==> src/rtl/jtag_tap_ctrl.sv <==
// IEEE 1149.1 TAP controller front end: 16-state TAP FSM, Instruction Register and latched instruction.
// Optional raw state port tap_state[3:0] is enabled by defining JTAG_TAP_STATE_OUT_EN.
module jtag_tap_ctrl #(
  parameter int                    INSN_WIDTH  = 8,
  parameter logic [INSN_WIDTH-1:0] IDCODE_INSN = INSN_WIDTH'(8'b0000_0010)
) (
  input  logic                  tck,
  input  logic                  trst,
  input  logic                  tms,
  input  logic                  tdi,
  output logic                  state_test_logic_reset,
  output logic                  state_run_test_idle,
  output logic                  state_capture_dr,
  output logic                  state_shift_dr,
  output logic                  state_exit1_dr,
  output logic                  state_pause_dr,
  output logic                  state_update_dr,
  output logic                  state_capture_ir,
  output logic                  state_shift_ir,
  output logic                  state_update_ir,
  output logic [INSN_WIDTH-1:0] latched_jtag_ir,
  output logic                  insn_tdo
`ifdef JTAG_TAP_STATE_OUT_EN
  ,
  output logic [3:0]            tap_state
`endif
);

  typedef enum logic [3:0] {
    S_TLR      = 4'hF,
    S_RTI      = 4'hC,
    S_SEL_DR   = 4'h7,
    S_CAP_DR   = 4'h6,
    S_SH_DR    = 4'h2,
    S_EX1_DR   = 4'h1,
    S_PAUSE_DR = 4'h3,
    S_EX2_DR   = 4'h0,
    S_UPD_DR   = 4'h5,
    S_SEL_IR   = 4'h4,
    S_CAP_IR   = 4'hE,
    S_SH_IR    = 4'hA,
    S_EX1_IR   = 4'h9,
    S_PAUSE_IR = 4'hB,
    S_EX2_IR   = 4'h8,
    S_UPD_IR   = 4'hD
  } tap_state_e;

  tap_state_e            r_state;
  tap_state_e            w_next_state;
  logic [INSN_WIDTH-1:0] r_jtag_ir;
  logic [INSN_WIDTH-1:0] r_latched_ir;

  // NOTE: sequential state uses non-blocking assignments so every register samples pre-edge values.
  always_ff @(posedge tck) begin
    if (trst) r_state <= S_TLR;
    else      r_state <= w_next_state;
  end

  // NOTE: every output of this block gets a default first, so no path can infer a latch.
  always_comb begin
    w_next_state           = r_state;
    state_test_logic_reset = 1'b0;
    state_run_test_idle    = 1'b0;
    state_capture_dr       = 1'b0;
    state_shift_dr         = 1'b0;
    state_exit1_dr         = 1'b0;
    state_pause_dr         = 1'b0;
    state_update_dr        = 1'b0;
    state_capture_ir       = 1'b0;
    state_shift_ir         = 1'b0;
    state_update_ir        = 1'b0;
    unique case (r_state)
      S_TLR: begin
        w_next_state           = tms ? S_TLR : S_RTI;
        state_test_logic_reset = 1'b1;
      end
      S_RTI: begin
        w_next_state        = tms ? S_SEL_DR : S_RTI;
        state_run_test_idle = 1'b1;
      end
      S_SEL_DR: w_next_state = tms ? S_SEL_IR : S_CAP_DR;
      S_CAP_DR: begin
        w_next_state     = tms ? S_EX1_DR : S_SH_DR;
        state_capture_dr = 1'b1;
      end
      S_SH_DR: begin
        w_next_state   = tms ? S_EX1_DR : S_SH_DR;
        state_shift_dr = 1'b1;
      end
      S_EX1_DR: begin
        w_next_state   = tms ? S_UPD_DR : S_PAUSE_DR;
        state_exit1_dr = 1'b1;
      end
      S_PAUSE_DR: begin
        w_next_state   = tms ? S_EX2_DR : S_PAUSE_DR;
        state_pause_dr = 1'b1;
      end
      S_EX2_DR: w_next_state = tms ? S_UPD_DR : S_SH_DR;
      S_UPD_DR: begin
        w_next_state    = tms ? S_SEL_DR : S_RTI;
        state_update_dr = 1'b1;
      end
      S_SEL_IR: w_next_state = tms ? S_TLR : S_CAP_IR;
      S_CAP_IR: begin
        w_next_state     = tms ? S_EX1_IR : S_SH_IR;
        state_capture_ir = 1'b1;
      end
      S_SH_IR: begin
        w_next_state   = tms ? S_EX1_IR : S_SH_IR;
        state_shift_ir = 1'b1;
      end
      S_EX1_IR:   w_next_state = tms ? S_UPD_IR : S_PAUSE_IR;
      S_PAUSE_IR: w_next_state = tms ? S_EX2_IR : S_PAUSE_IR;
      S_EX2_IR:   w_next_state = tms ? S_UPD_IR : S_SH_IR;
      S_UPD_IR: begin
        w_next_state    = tms ? S_SEL_DR : S_RTI;
        state_update_ir = 1'b1;
      end
    endcase
  end

  // Capture forces the mandatory 2'b01 into the low bits; shifting is LSB-first toward insn_tdo.
  always_ff @(posedge tck) begin
    if (trst) begin
      r_jtag_ir <= '0;
    end else if (r_state == S_CAP_IR) begin
      r_jtag_ir <= INSN_WIDTH'(2'b01);
    end else if (r_state == S_SH_IR) begin
      r_jtag_ir <= {tdi, r_jtag_ir[INSN_WIDTH-1:1]};
    end
  end

  always_ff @(posedge tck) begin
    if (trst || r_state == S_TLR) r_latched_ir <= IDCODE_INSN;
    else if (r_state == S_UPD_IR) r_latched_ir <= r_jtag_ir;
  end

  assign latched_jtag_ir = r_latched_ir;
  assign insn_tdo        = r_jtag_ir[0];

`ifdef JTAG_TAP_STATE_OUT_EN
  assign tap_state = r_state;
`endif

endmodule
==> config.mk <==
export PLATFORM = sky130hd
export DESIGN_NAME = jtag_tap_ctrl
export DESIGN_NICKNAME = d
export VERILOG_FILES = /design/src/rtl/jtag_tap_ctrl.sv
export SDC_FILE = /design/constraint.sdc
export NUM_CORES = 1
export LEC_CHECK = 0
export BUFFER_PORTS_ARGS = -buffer_cell sky130_fd_sc_hd__buf_2
export CORE_MARGIN = 5
export CORE_UTILIZATION = 35
export DETAILED_ROUTE_END_ITERATION = 8
export GPL_TIMING_DRIVEN = 0
export SLEW_MARGIN = 25
export SYNTH_ARGS = -nofsm -noshare
export SYNTH_HDL_FRONTEND = slang
export SYNTH_SLANG_ARGS = --single-unit
==> constraint.sdc <==
create_clock -name tck -period 1.47 [get_ports tck]
set_input_delay 0.294 -clock tck [delete_from_list [all_inputs] [get_ports tck]]
set_output_delay 0.294 -clock tck [all_outputs]
set_load 0.02 [all_outputs]
==> results of run 1 <==
state kept, by name, summed over array words and instances (netlist names):
signal / flops
latched_jtag_ir: 8
r_jtag_ir: 8
r_state: 4
Yosys cell counts:
master,count,area share (%)
o21bai_4,1,2.0
mux2i_1,1,1.1
a31oi_1,1,0.66
inv_1,1,0.40
and2b_2,1,0.92
nand3b_1,8,6.3
buf_6,3,3.6
nor2_1,9,3.6
nand3b_4,1,2.1
nand4b_4,1,2.5
nor3_2,1,1.1
nand2_1,27,11
and3b_2,1,1.1
clkbuf_1,2,0.79
nand2b_1,3,2.0
clkinv_2,1,0.53
buf_4,2,1.6
nand3_1,2,1.1
a21oi_1,13,6.9
a21oi_2,2,1.8
a221o_1,1,1.1
nor3_1,5,2.6
or2b_1,1,0.79
or2_2,1,0.66
and4_1,1,0.92
o21ai_0,2,1.1
dfxtp_1,20,42
layout by cell type, fill, tap and decap left out, types with 2 or more instances in the layout:
cell type  count
nand2b_1       2
nand2_1       25
nand3b_1       8
a21oi_2        2
buf_2         12
buf_6          8
dfxtp_4        2
nand3_1        2
dfxtp_1       16
nor2_2         2
a21oi_1       13
nor3_4         2
buf_4         21
o21ai_0        2
dfxtp_2        2
nor3_2         3
nor2_1         6
clkbuf_4       3
worst min-delay path by stage:
stage / startpoint / end / slack, ps / cells after the start
after global placement: latched_jtag_ir[0] / latched_jtag_ir[0] / 440 / 2
after floorplan: trst / r_state[0] / 400 / 1
after detailed placement: latched_jtag_ir[7] / latched_jtag_ir[7] / 440 / 2
final: trst / r_state[2] / 240 / 2
after global routing: trst / r_state[2] / 230 / 2
after CTS: trst / r_state[0] / 220 / 2
kinds of logic after synthesis:
family                 share of synthesized area, %
and+or+nand+nor                                36.3
AOI/OAI and AO/OA                              13.5
DFF                                            42.3
buffers and inverters                          6.87
muxes                                          1.06
power by group:
part / switching, mW / leakage [nW] / internal (mW)
registers: 0.0142 / 0.162 / 0.564
clock network: 0.169 / 0.0279 / 0.275
logic: 0.256 / 0.412 / 0.231
critical path: stages (launching register included):
cell and delay [ps]:
dfxtp_2 350, buf_6 110, or2b_4 280, nor3_2 100, buf_4 160
final cells by class:
cell class	instances	area [um2]	area share (%)
multi-input combinational	83	548	38.8
clock inverter	1	30.0	2.13
buffer	7	85.1	6.02
timing repair buffer	37	267	18.9
tap	30	37.5	2.66
clock buffer	3	22.5	1.59
sequential	20	410	29.1
inverter	2	12.5	0.886
routing by layer:
metal	global-route usage, %	up-vias	part of all wire (%)	routed length [um]
met5	0	-	0	0
met4	4.55	0	0.71	17
met3	2.89	2	5.2	124
met2	21.7	18	49	1190
met1	17.6	416	45	1080
li1	-	459	-	-
timing repair:
| item | in CTS | in global routing |
|---|---|---|
| pin swaps | 2 | 3 |
| resized for setup | 31 | 11 |
| setup buffers | 8 | 7 |
| endpoints found under the setup margin | 10 | 10 |
==> out/metrics.cfg, run 1 <==
[sta]
layout_setup_ws_ps=-116
drv_slew=0
rsz0062_at_grt=yes
max_freq_mhz=630
finClkSkew_ps=8.33
relSlewSlack_pct=67.2
holdWs_ps=235
hold_violations=0
tightestPinTransition_ps=491
fin_crit_sh_pct=108
setup-violations-final=9
min_period_ps=1590
tns_ps=-673

[cells_and_area]
final_core_util_pct=56.0
num_antenna_cells=0
fillCellCount=227
finalNonFillerCells=183
design_area_um2=1410
nets=158
drive_gt1_share_pct=47.1
synthToLayoutAreaGrowth_pct=49.1

[yosys]
synthesis.area_um2=947
ys_seq_area_share_pct=42.3
yosysWarnings=0
synth_cell_type_count=27
synth_area_per_cell_um2=8.46
synth-seq-cells=20
syn_inst=112
syn-num-nets=116

[clocking]
cts_buffers=3
insertion_delay_ps=300
cts_max_level=1
clockRootBuffer=clkbuf_4
cts_tree=built
cts_hold_buf=0
clockBufferDepth=2
numClockSinks=20
clk_pin_slew_ps=120

[detailed_routing]
ant_nets=0
drt-total-wl_um=2410
vias_per_cell=4.89
wl_per_cell_um=13.2
firstDrtPassIters=4
dr_total_vias=895
drtIter0Drc=16
drc=0

[outcome]
status=complete, but fails checks
violations=setup timing

[worst_setup_path]
r2r-end=r_state[2]
crit_fanout=5
crit_type=flip-flop to output pin
critical_path_required_ps=1180
endpoint=state_shift_dr
arrival_ps=1290
crit_path_end_kind=output pin
start_kind=flip-flop
r2r_start=r_state[2]
ff2ff_setup_slack_ps=110
ff2ff_path_depth=6
cp-startpoint=r_state[1]

[die]
initial_core_util_pct=37.5
die_w_um=62.0
die_h_um=62.0
row_count=18
ioPinCount=23
design.die.area_um2=3850
core_um2=2520

[global_routing]
antenna_found_initial=0
gr-total-overflow=0
grt_pass1_vias=839
grtUsageTotal_pct=13.4
grt_start_max_net_pins=13
grt_pass1_wl_um=3820

[placed_design]
post_dp_cell_area_um2=1100
place_inst=164
post-place-ws_ps=84.5
port_buffers=22
dpl.hpwl_um=1510
place_congestion=0.762

[power]
power_mw=1.51
p_leak_nw=0.602
power_density_nw_per_um2=1070
irDropWorstVdd_uv=666

[hold_path]
worstHoldPathType=input pin to flip-flop

[run]
drv_cap=0

No activity file was read; power rests on OpenSTA's default activity.
==> inputs of run 2 (changes only) <==
--- a/config.mk
+++ b/config.mk
@@ -5,11 +5,13 @@
 export SDC_FILE = /design/constraint.sdc
 export NUM_CORES = 1
 export LEC_CHECK = 0
+export ABC_AREA = 1
 export BUFFER_PORTS_ARGS = -buffer_cell sky130_fd_sc_hd__buf_2
 export CORE_MARGIN = 5
 export CORE_UTILIZATION = 35
 export DETAILED_ROUTE_END_ITERATION = 8
 export GPL_TIMING_DRIVEN = 0
+export PLACE_DENSITY = 0.55
 export SLEW_MARGIN = 25
 export SYNTH_ARGS = -nofsm -noshare
 export SYNTH_HDL_FRONTEND = slang
==> run 2 against run 1 <==
The run now ends clean. Cell area fell by 13%. Worst setup slack improved by 130 ps. Worst hold slack improved by 6.7 ps. Critical endpoint is now state_capture_dr.
==> out/metrics.cfg, run 2 <==
[outcome]
status=complete, no violations

[clocking]
cts_buffers=3
cts_hold_buf=0
clockBufferDepth=2
cts_max_level=1
numClockSinks=20
clk_pin_slew_ps=110
clockRootBuffer=clkbuf_4
insertion_delay_ps=300
cts_tree=built

[global_routing]
gr-total-overflow=0
grtUsageTotal_pct=13.8
met2_usage_pct=22.4
gr-usage-met1_pct=18.4
grt_pass1_vias=853
grt.met3_usage_pct=4.10
grt-busiest-layer=met2
antenna_found_initial=0
grt_start_max_net_pins=12
grt_pass1_wl_um=3860

[yosys]
async_flop_share_pct=0
synth_mux_area_share_pct=0
synth_area_per_cell_um2=6.98
syn-num-nets=131
synth-seq-cells=20
dominantRegCellSynth=dfxtp_1
synth_compound_area_share_pct=16.2
yosysWarnings=0
synthAdderAreaFrac_pct=0
synth_top_family_by_area=simple AND/OR/NAND/NOR gates
netlist_top_cells_area=dfxtp_1, nand2_1, inv_1
synthesis.area_um2=886
synth_top_area_share_pct=45.2
synth_top_cell_by_area=dfxtp_1
yosysMostFrequentCell=nand2_1
yosys-top-cells-count=nand2_1, dfxtp_1, inv_1, nor2_1, a21oi_1
synth_edf_count=0
synth-simple-area-share_pct=28.8
ys_seq_area_share_pct=45.2
synth_xor_area_share_pct=0
syn_inst=127
synth_cell_type_count=17

[detailed_routing]
drtIter0Drc=19
wl_per_cell_um=12.3
drt-total-wl_um=2300
vias_per_cell=4.83
dr_total_vias=908
firstDrtPassIters=4
drc=0
ant_nets=0

[cells_and_area]
layout_common_cells=nand2_1, dfxtp_1, inv_1
multi_input_area_um2=458
seq_area_um2=415
drive_gt1_share_pct=36.7
num_antenna_cells=0
layout_commonest_cell=nand2_1
nets=163
fillCellCount=253
synthToLayoutAreaGrowth_pct=39.0

[sta]
max_freq_mhz=686
tns_ps=0
finClkSkew_ps=5.79
rsz0062_at_grt=yes
tightestPinTransition_ps=224
fin_crit_sh_pct=99.1
layout_setup_ws_ps=13.1
setup-violations-final=0
hold_violations=0
relSlewSlack_pct=85.0
drv_slew=0
min_period_ps=1460

[worst_setup_path]
critical_path_required_ps=1180
start_kind=flip-flop
path_cells=buf_4 > nor3_4 > buf_6
critPathTopFamily=flip-flops
critical_path.max_stage_delay_ps=400
crit_cells=3
crit_fanout=5
path_buf_inv=2
arrival_ps=1160
ff2ff_path_depth=7
cpMaxStageDelayCell=dfxtp_4
crit_type=flip-flop to output pin
crit_path_end_kind=output pin

[die]
design.die.area_um2=3640
die_h_um=60.3
ioPinCount=23
row_count=18
initial_core_util_pct=36.1
core_um2=2450
die_w_um=60.3

[hold_path]
worstHoldPathType=input pin to flip-flop
whs_path_depth=3

[placed_design]
dpl.hpwl_um=1650
port_buffers=22
place_congestion=0.835
post-place-ws_ps=29.1

[power]
power_mw=2.37
irDropWorstVdd_uv=975
p_leak_nw=0.592
power_density_nw_per_um2=1930

[run]
drv_cap=0

[run 2: changes by cell type after synthesis, moves of 3 or more]
cell      previous run  this run
nand3b_1             8         0
nor3_1               5         2
nor2_1               9        15
o21ai_0              2        12
inv_1                1        20
nand3_1              2         5
nand2b_1             3         0
buf_6                3         0
[run 2: per-layer routing]
layer / up-vias / part of all wire, %
met5: - / 0
met4: 0 / 0.39
met3: 2 / 6.4
met2: 21 / 49
met1: 419 / 45
li1: 466 / -
[run 2: path summary, 6_finish.rpt]
check / start / slack (ps) / to
hold reg to reg: latched_jtag_ir[6] / 470 / latched_jtag_ir[6]
setup / recovery: r_state[3] / 10 / state_capture_dr
hold / removal: trst / 240 / r_state[1]
setup reg to reg: r_state[3] / 160 / latched_jtag_ir[7]
[run 2: repair_timing]
item	CTS	global route
hold endpoints to repair	0	0
setup buffers	5	1
setup endpoints to repair	10	10
pin swaps	2	3
gates resized for setup	19	29
[run 2: cells by family (layout without fill, tap and decap cells)]
family                 Yosys count  after routing
AO/OA/AOI/OAI                   28             28
buffers and inverters           22             53
flip-flops                      20             20
AND/OR/NAND/NOR                 57             57
[run 2: worst register-to-register path, cell delays in order (launching register included)]
cell and delay [ps]:
dfxtp_4 400, nand2_4 130, inv_2 50, nand2_1 70, nand2_1 140, inv_1 200
o21ai_0 120, a21oi_1 140
[run 2: where the power goes]
group,leakage (nW),internal [mW],switching (mW)
Sequential,0.164,0.701,0.180
Clock,0.0210,0.151,0.159
Combinational,0.407,0.440,0.744
Total,0.592,1.29,1.08
[run 2: final cells by class]
type	count	area share, %
clock buffer	4	2.95
inverter	21	7.22
multi-input combinational	85	37.2
sequential	20	33.7
tap	30	3.05
timing repair buffer	28	15.9
[run 2: metrics by stage]
stage               std cells  hold slack [ps]  instance area [um2]  util (%)
floorplan                 127              401                  886         -
global placement          179              449                 1030      42.1
detailed placement        179              457                 1030      42.1
CTS                       188              230                 1150      46.7
global route              188              223                 1230      50.2
finish                    188              242                 1230      50.2
